### config.mk
export PLATFORM = sky130hd
export DESIGN_NAME = hazard_ctrl
export DESIGN_NICKNAME = d
export VERILOG_FILES = /design/src/rtl/hazard_ctrl_pkg.sv /design/src/rtl/hazard_ctrl_mdu_timer.sv /design/src/rtl/hazard_ctrl.sv
export SDC_FILE = /design/constraint.sdc
export NUM_CORES = 1
export LEC_CHECK = 0
export CORE_MARGIN = 5
export CORE_UTILIZATION = 51
export DETAILED_ROUTE_END_ITERATION = 8
export PLACE_DENSITY = 0.84
export SKIP_LAST_GASP = 1
export SYNTH_ARGS = -nofsm -noshare
export SYNTH_HDL_FRONTEND = slang
export SYNTH_SLANG_ARGS = --single-unit
### constraint.sdc
create_clock -name clk -period 13.29 [get_ports clk]
set_clock_uncertainty 0.15 [all_clocks]
set_input_delay 3.987 -clock clk [delete_from_list [all_inputs] [get_ports clk]]
set_output_delay 3.987 -clock clk [all_outputs]
set_load 0.02 [all_outputs]
### src/rtl/hazard_ctrl_pkg.sv
// Shared instruction-level constants and the hazard-comparison helper
// used by the pipeline hazard unit.
package hazard_ctrl_pkg;

  localparam int WIDTH_INSTR     = 32;
  localparam int WIDTH_REG       = 5;
  localparam int WIDTH_T         = 2;   // Tuse / Tnew range 0..2
  localparam int MULT_CYCLES_DEF = 5;
  localparam int DIV_CYCLES_DEF  = 10;
  localparam int MDU_CNT_W       = 4;

  typedef enum logic {
    MDU_IDLE,
    MDU_BUSY
  } mdu_state_e;

  // A source stalls only when the producer's result arrives later than the consumer needs it.
  function automatic logic src_hazard(
    input logic                 use_src,
    input logic [WIDTH_REG-1:0] src,
    input logic [WIDTH_REG-1:0] dst,
    input logic [WIDTH_T-1:0]   tuse,
    input logic [WIDTH_T-1:0]   tnew
  );
    return use_src && (src != '0) && (src == dst) && (tnew > tuse);
  endfunction

endpackage

### src/rtl/hazard_ctrl_mdu_timer.sv
// Multiply/divide occupancy timer: IDLE/BUSY FSM with a down-counter.
module mdu_timer
  import hazard_ctrl_pkg::*;
#(
  parameter int MULT_CYCLES = MULT_CYCLES_DEF,
  parameter int DIV_CYCLES  = DIV_CYCLES_DEF
) (
  input  logic clk,
  input  logic reset,
  input  logic startMult,
  input  logic startDiv,
  output logic busy
);

  mdu_state_e             state_q, state_d;
  logic [MDU_CNT_W-1:0]   cnt_q, cnt_d;

  always_ff @(posedge clk) begin
    if (reset) begin
      state_q <= MDU_IDLE;
      cnt_q   <= '0;
    end else begin
      state_q <= state_d;
      cnt_q   <= cnt_d;
    end
  end

  always_comb begin
    state_d = state_q;
    cnt_d   = cnt_q;
    unique case (state_q)
      MDU_IDLE: begin
        // Divide takes priority when both starts arrive together.
        if (startDiv) begin
          state_d = MDU_BUSY;
          cnt_d   = MDU_CNT_W'(DIV_CYCLES);
        end else if (startMult) begin
          state_d = MDU_BUSY;
          cnt_d   = MDU_CNT_W'(MULT_CYCLES);
        end
      end
      MDU_BUSY: begin
        if (cnt_q <= MDU_CNT_W'(1)) begin
          state_d = MDU_IDLE;
          cnt_d   = '0;
        end else begin
          cnt_d   = cnt_q - MDU_CNT_W'(1);
        end
      end
      default: begin
        state_d = MDU_IDLE;
        cnt_d   = '0;
      end
    endcase
  end

  // Busy is visible in the start cycle itself so a dependent ID op stalls immediately.
  assign busy = (state_q == MDU_BUSY) || startMult || startDiv;

endmodule

### src/rtl/hazard_ctrl.sv
// Pipeline hazard controller: data-dependency stalls from Tuse/Tnew plus
// multiply/divide occupancy stalls, with a stall-cycle counter.
module hazard_ctrl
  import hazard_ctrl_pkg::*;
#(
  parameter int MULT_CYCLES = MULT_CYCLES_DEF,
  parameter int DIV_CYCLES  = DIV_CYCLES_DEF
) (
  input  logic                 clk,
  input  logic                 reset,
  input  logic [WIDTH_REG-1:0] addrRs_ID,
  input  logic [WIDTH_REG-1:0] addrRt_ID,
  input  logic                 useRs_ID,
  input  logic                 useRt_ID,
  input  logic [WIDTH_T-1:0]   tuseRs_ID,
  input  logic [WIDTH_T-1:0]   tuseRt_ID,
  input  logic [WIDTH_REG-1:0] regWriteAddr_EX,
  input  logic [WIDTH_REG-1:0] regWriteAddr_MEM,
  input  logic [WIDTH_T-1:0]   tnew_EX,
  input  logic [WIDTH_T-1:0]   tnew_MEM,
  input  logic                 startMult_EX,
  input  logic                 startDiv_EX,
  input  logic                 useMdu_ID,
  output logic                 stall,
  output logic                 clr_EX,
  output logic                 mduBusy,
  output logic [31:0]          stallCount
);

  logic rsStallEX, rsStallMEM, rtStallEX, rtStallMEM;
  logic dataStall, mduStall;
  logic [31:0] stall_cnt_q, stall_cnt_d;

  assign rsStallEX  = src_hazard(useRs_ID, addrRs_ID, regWriteAddr_EX,  tuseRs_ID, tnew_EX);
  assign rsStallMEM = src_hazard(useRs_ID, addrRs_ID, regWriteAddr_MEM, tuseRs_ID, tnew_MEM);
  assign rtStallEX  = src_hazard(useRt_ID, addrRt_ID, regWriteAddr_EX,  tuseRt_ID, tnew_EX);
  assign rtStallMEM = src_hazard(useRt_ID, addrRt_ID, regWriteAddr_MEM, tuseRt_ID, tnew_MEM);

  assign dataStall = rsStallEX | rsStallMEM | rtStallEX | rtStallMEM;

  mdu_timer #(
    .MULT_CYCLES(MULT_CYCLES),
    .DIV_CYCLES (DIV_CYCLES)
  ) u_mdu_timer (
    .clk      (clk),
    .reset    (reset),
    .startMult(startMult_EX),
    .startDiv (startDiv_EX),
    .busy     (mduBusy)
  );

  assign mduStall = useMdu_ID & mduBusy;

  // Freezing IF/ID and bubbling ID/EX always go together.
  assign stall  = dataStall | mduStall;
  assign clr_EX = stall;

  assign stall_cnt_d = stall ? stall_cnt_q + 32'd1 : stall_cnt_q;

  always_ff @(posedge clk) begin
    if (reset) stall_cnt_q <= '0;
    else       stall_cnt_q <= stall_cnt_d;
  end

  assign stallCount = stall_cnt_q;

endmodule

==> impl_metrics.csv, run 1 <==
group,metric,value,unit
global_routing,grt_util_met3,0.0486,
clock_tree,cts_resized,0,
floorplan,die_y,77.7,um
floorplan,initial_core_util,0.529,
logic_synthesis,yosys_register_bits,37,
global_routing,maximum_number_of_pins_on_one_net_before_global_route_repair,52,
clock_tree,cts.path.max_buffers,2,
setup_path,crit_required,9.15,ns
route,antenna_violating_nets_post_route,0,
timing,max_slew.worst_pin.slew,0.527,ns
clock_tree,clock_slew_seen_by_the_registers_of_the_worst_setup_and_hold_paths,0.07,ns
placed_design,hpwlAfterDp,4530,um
cells_and_area,layout-area-overhead-vs-synth,34.1,%
clock_tree,clock_latency,0.29,ns
route,num_vias,2350,
global_routing,grt_first_pass_wirelength,10000,um
setup_path,timing.critical_path.fanout_max,51,
route,route.detailed.drc,0,
timing,timing.max_slew.rel_slack,0.648,
logic_synthesis,synth_enable_flop_cells,0,
power,ir_drop_worst_case_vdd,57.7,uV
clock_tree,h-tree-depth,2,
route,vias_per_cell,5.89,
floorplan,die_x,77.7,um
floorplan,row_count,24,
clock_tree,cts_setup_buffers,0,
setup_path,worst_ep_arrival_time,6.90,ns
timing,finalHoldViolations,0,
clock_tree,cts-root-buf,"sky130_fd_sc_hd__clkbuf_8",
setup_path,worst_setup_path_start_kind,"input port",
outcome,outcome,"finished clean",
timing,max_clock_freq,90.6,MHz
logic_synthesis,yosys.area.top_type_share,0.317,
route,drtIter0Drc,138,
floorplan,core_area,0.00441,mm2
cells_and_area,fillerInstances,366,
setup_path,setup.worst_path.end_class,"primary output",
global_routing,global_route_total_usage_across_every_layer,0.196,
run,maxCapViolCount,0,
power,power.density_cell_area,79.7,mW/mm2
clock_tree,numCtsBuffers,5,
worst_hold_path,min-delay-path-class,"flop to flop",
global_routing,use_met2,0.329,
timing,finalSetupTns,0,ns
global_routing,globalRoute.totalOverflow,0,
timing,finalWorstPathRequiredPeriod,11.04,ns
route,route.detailed.wl_per_inst,15.2,um
logic_synthesis,post_synthesis_cell_area,0.00234,mm2
logic_synthesis,post_synth.cell_area_avg,8.25,um2
global_routing,antenna_violations_before_repair,0,
power,p_leak,1.05,nW
global_routing,met1_usage,0.245,
worst_hold_path,hold_path_depth,2,
setup_path,crit_type,"input port to primary output",
logic_synthesis,synth_sequential_area_ratio,0.317,
global_routing,globalRoute.busiestLayer,"met2",
timing,rsz0062_at_grt,"no",
logic_synthesis,yosys_warnings,0,
route,postRouteWirelength,6050,um
logic_synthesis,post_synth_most_frequent_cells,"37 x sky130_fd_sc_hd__dfxtp_1, 31 x sky130_fd_sc_hd__a21oi_1, 17 x sky130_fd_sc_hd__nor2_1",
timing,setup-violations-final,0,
global_routing,first_global_vias,2233,
clock_tree,cts-hold-fix-buffers,0,
clock_tree,clock_sinks,37,
power,finalPower,0.000250,W
cells_and_area,final_stage_net_count,392,
logic_synthesis,ys_async_sr_fraction,0,
logic_synthesis,ys.flop_type,"sky130_fd_sc_hd__dfxtp_1",
placed_design,portBuffers,69,
setup_path,reg2regPathDepth,7,
timing,period_share,0.831,
clock_tree,clock_tree_from_tritoncts,"yes",
cells_and_area,insertedDiodeCount,0,
logic_synthesis,post-synth-top-count-cell,"sky130_fd_sc_hd__dfxtp_1",
floorplan,fp.dieArea,0.00603,mm2
logic_synthesis,synthCells,283,
timing,slew_viol_final,0,
cells_and_area,layout_cell_share_with_drive_strength_beyond_1,0.0576,
logic_synthesis,synth_nets,329,
logic_synthesis,synth_top_cell_by_area,"sky130_fd_sc_hd__dfxtp_1",
placed_design,placer_s_final_routability_congestion_estimate,0.811,
logic_synthesis,synthDistinctLibCells,44,
logic_synthesis,synth_top_cells_by_area,"sky130_fd_sc_hd__dfxtp_1 32%, sky130_fd_sc_hd__a21oi_1 6.6%, sky130_fd_sc_hd__xnor2_1 6.0%",
route,first_pass_iters,4,
floorplan,top_level_ports,70,
## through the flow
step                      cell area [um2]  cells  setup slack [ns]  hold slack, ns   util
after floorplan                      2340    283              3.30           0.324      -
after global placement               3040    391              2.33           0.317  0.688
after detailed placement             3040    391              2.28           0.336  0.688
after CTS                            3130    399              2.26           0.346  0.709
after global routing                 3130    399              2.01           0.356  0.709
final                                3130    399              2.25           0.341  0.709
## cells by family after synthesis
family | after synthesis | synth area share
compound gates | 71 | 0.193
xor+xnor | 23 | 0.0862
fa+ha+maj | 11 | 0.0589
buf+inv | 31 | 0.0562
flops | 37 | 0.317
mux | 3 | 0.0139
simple gates | 107 | 0.275
## per-layer routing
metal	wire length, um	part of all wire	up-vias
met5	0	0	-
met4	38	0.0063	0
li1	-	-	1177
met2	2980	0.49	71
met3	362	0.060	6
met1	2660	0.44	1096
## where the power goes
group          internal (W)  switching, W  leakage [nW]
clock             0.0000421     0.0000422        0.0512
sequential         0.000114    0.00000327         0.299
combinational     0.0000241     0.0000245         0.702
total              0.000180     0.0000700          1.05
## layout by cell type, fill, tap and decap left out, types with 5 or more instances in the layout
cell	n
sky130_fd_sc_hd__a21oi_1	31
sky130_fd_sc_hd__and3_1	7
sky130_fd_sc_hd__clkbuf_8	6
sky130_fd_sc_hd__clkdlybuf4s50_1	69
sky130_fd_sc_hd__dfxtp_1	37
sky130_fd_sc_hd__ha_1	11
sky130_fd_sc_hd__inv_1	16
sky130_fd_sc_hd__nand2_1	11
sky130_fd_sc_hd__nand3_1	13
sky130_fd_sc_hd__nand4_1	11
sky130_fd_sc_hd__nor2_1	17
sky130_fd_sc_hd__nor4_1	5
sky130_fd_sc_hd__o21ai_0	11
sky130_fd_sc_hd__o31ai_1	13
sky130_fd_sc_hd__or3_1	9
sky130_fd_sc_hd__or4_1	15
sky130_fd_sc_hd__xnor2_1	16
sky130_fd_sc_hd__xor2_1	7
## cell type report
type                       instances  area, um2  area share
multi-input combinational        215       1460       0.467
clock buffer                       6       82.6      0.0264
timing repair buffer              71        706       0.225
clock inverter                     2       13.8     0.00439
sequential                        37        741       0.237
inverter                          16       60.1      0.0192
tap                               52       65.1      0.0208
## path summary, 6_finish.rpt
path | startpoint | endpoint | slack (ns)
hold / removal | stallCount[31]$_SDFFE_PP0P_ | stallCount[31]$_SDFFE_PP0P_ | 0.34
hold reg to reg | stallCount[31]$_SDFFE_PP0P_ | stallCount[31]$_SDFFE_PP0P_ | 0.34
setup reg to reg | stallCount[4]$_SDFFE_PP0P_ | stallCount[24]$_SDFFE_PP0P_ | 10.28
setup / recovery | tuseRs_ID[1] | clr_EX | 2.25
## critical path, stage by stage
cell and delay [ns]:
sky130_fd_sc_hd__clkdlybuf4s50_1 0.45, sky130_fd_sc_hd__inv_1 0.05, sky130_fd_sc_hd__ha_1 0.31, sky130_fd_sc_hd__nor2b_1 0.13, sky130_fd_sc_hd__o21ai_0 0.19, sky130_fd_sc_hd__a2111oi_2 0.06
sky130_fd_sc_hd__o221ai_1 0.36, sky130_fd_sc_hd__and3_1 0.22, sky130_fd_sc_hd__buf_4 0.38, sky130_fd_sc_hd__inv_1 0.18, sky130_fd_sc_hd__clkdlybuf4s50_1 0.58
## registers in the layout, summed over array words and instances, names as in the netlist
signal,cells
u_mdu_timer.state_q,1
stallCount,32
u_mdu_timer.cnt_q,4
Power figures use the tool's default switching activity.
==> run 2: changes to the inputs <==
Settings changed: CORE_UTILIZATION 51 to 43, PLACE_DENSITY 0.84 to 0.75.
Clock period 13.29 ns to 9.4 ns, I/O delays scaled along.
==> impl_metrics.csv, run 2 (synthesized netlist as in run 1, its figures left out) <==
group,metric,value,unit
floorplan,die_x,83.7,um
timing,fin_ws,1.08,ns
floorplan,initial_core_util,0.449,
floorplan,die_y,83.7,um
cells_and_area,final_stage_net_count,392,
timing,period_share,0.885,
route,vias_per_cell,5.59,
clock_tree,clock_sinks,37,
floorplan,top_level_ports,70,
cells_and_area,mostFrequentLayoutCell,"sky130_fd_sc_hd__clkdlybuf4s50_1",
global_routing,antenna_violations_before_repair,0,
power,power.internal,0.000243,W
route,route.detailed.drc,0,
global_routing,global_route_total_usage_across_every_layer,0.178,
global_routing,globalRoute.totalOverflow,0,
cells_and_area,largest_reg_flops,32,
timing,holdWs,0.339,ns
timing,finalHoldViolations,0,
timing,max_slew.worst_pin.slew,0.577,ns
power,pwr-share-seq,0.492,
timing,finalWorstPathRequiredPeriod,8.32,ns
timing,max_clock_freq,120,MHz
setup_path,setup.worst_path.end_class,"primary output",
clock_tree,cts.path.max_buffers,2,
route,drtIter0Drc,108,
placed_design,hpwlAfterDp,4680,um
floorplan,fp.dieArea,0.00701,mm2
clock_tree,cts-hold-fix-buffers,0,
timing,setup-violations-final,0,
placed_design,pre_cts_slack,1.06,ns
global_routing,maximum_number_of_pins_on_one_net_before_global_route_repair,51,
setup_path,crit_type,"input port to primary output",
power,power.density_cell_area,107,mW/mm2
clock_tree,h-tree-depth,2,
timing,finalSetupTns,0,ns
clock_tree,cts_setup_buffers,0,
timing,slew_viol_final,0,
cells_and_area,insertedDiodeCount,0,
clock_tree,clock_tree_from_tritoncts,"yes",
placed_design,portBuffers,69,
clock_tree,clock_latency,0.29,ns
setup_path,timing.critical_path.fanout_max,4,
cells_and_area,layout_cell_share_with_drive_strength_beyond_1,0.0522,
power,switching_share,0.275,
clock_tree,cts_resized,0,
route,postRouteWirelength,6200,um
route,route.detailed.wl_per_inst,14.9,um
cells_and_area,layout-area-overhead-vs-synth,34.1,%
route,first_pass_iters,4,
power,ir_drop_worst_case_vdd,83.8,uV
power,switching_power,0.0000924,W
cells_and_area,most-common-layout-cells,"69 x sky130_fd_sc_hd__clkdlybuf4s50_1, 37 x sky130_fd_sc_hd__dfxtp_1, 31 x sky130_fd_sc_hd__a21oi_1, 17 x sky130_fd_sc_hd__nor2_1",
setup_path,worst_ep_arrival_time,5.35,ns
outcome,outcome,"finished clean",
placed_design,placer_s_final_routability_congestion_estimate,0.910,
timing,timing.max_slew.rel_slack,0.614,
clock_tree,clock_slew_seen_by_the_registers_of_the_worst_setup_and_hold_paths,0.07,ns
clock_tree,numCtsBuffers,5,
run,maxCapViolCount,0,
setup_path,worst_setup_path_start_kind,"input port",
route,antenna_violating_nets_post_route,0,
power,share_clk_of_total_power,0.306,
global_routing,grt_first_pass_wirelength,10400,um
clock_tree,cts-root-buf,"sky130_fd_sc_hd__clkbuf_8",
global_routing,first_global_vias,2261,
setup_path,crit_required,6.43,ns
worst_hold_path,min-delay-path-class,"flop to flop",
timing,rsz0062_at_grt,"no",
power,p_leak,1.04,nW
floorplan,row_count,26,
route,num_vias,2320,
power,pwr-share-comb,0.202,
floorplan,core_area,0.00520,mm2
-- run 2: changes by cell type in the layout (fill, tap and decap cells not counted) --
cell / before / now
sky130_fd_sc_hd__clkinv_4: 1 / 0
sky130_fd_sc_hd__clkbuf_8: 6 / 5
-- run 2: power groups by stage --
stage	registers (W)	logic, W	clock network (W)
5_1_grt	0.000166	0.0000753	0.000112
4_1_cts	0.000165	0.0000681	0.000105
3_5_place_dp	0.000169	0.0000678	0
6_report	0.000165	0.0000677	0.000103
3_3_place_gp	0.000169	0.0000674	0
2_1_floorplan	0.000169	0.0000379	0
-- run 2: worst paths after layout --
check | startpoint | end | slack, ns | cells after the start
setup reg to reg | stallCount[3]$_SDFFE_PP0P_ | stallCount[24]$_SDFFE_PP0P_ | 6.28 | 7
hold / removal | stallCount[31]$_SDFFE_PP0P_ | stallCount[31]$_SDFFE_PP0P_ | 0.34 | 2
setup / recovery | tuseRt_ID[1] | stall | 1.08 | 10
hold reg to reg | stallCount[31]$_SDFFE_PP0P_ | stallCount[31]$_SDFFE_PP0P_ | 0.34 | 2
-- run 2: critical path, cell delays in order --
cell                              delay (ns)
sky130_fd_sc_hd__clkdlybuf4s50_1        0.45
sky130_fd_sc_hd__inv_1                  0.05
sky130_fd_sc_hd__ha_1                   0.30
sky130_fd_sc_hd__nand2_1                0.09
sky130_fd_sc_hd__nand4_1                0.09
sky130_fd_sc_hd__nor4_1                 0.27
sky130_fd_sc_hd__o221ai_1               0.25
sky130_fd_sc_hd__and3_1                 0.26
sky130_fd_sc_hd__inv_1                  0.13
sky130_fd_sc_hd__clkdlybuf4s50_1        0.63
-- run 2: layout make-up --
cell class / count / area [um2]
Clock inverter: 1 / 5.00
Multi-Input combinational cell: 215 / 1460
Timing Repair Buffer: 71 / 706
Sequential cell: 37 / 741
Clock buffer: 5 / 68.8
Fill cell: 507 / 2070
Inverter: 16 / 60.1
Tap cell: 70 / 87.6
-- run 2: per-stage QoR --
step / util / area [um2] / total power (W) / std cells
floorplan: - / 2340 / 0.000207 / 283
detailed placement: 0.588 / 3060 / 0.000237 / 409
finish: 0.602 / 3130 / 0.000336 / 415
global route: 0.602 / 3130 / 0.000353 / 415
CTS: 0.602 / 3130 / 0.000338 / 415
global placement: 0.588 / 3060 / 0.000236 / 409
-- run 2: per-layer routing --
layer | vias up | wire (um) | track usage
li1 | 1182 | - | -
met1 | 1069 | 2900 | 0.228
met2 | 67 | 2940 | 0.300
met3 | 2 | 327 | 0.0395
met4 | 0 | 28 | 0.0453
met5 | - | 0 | 0
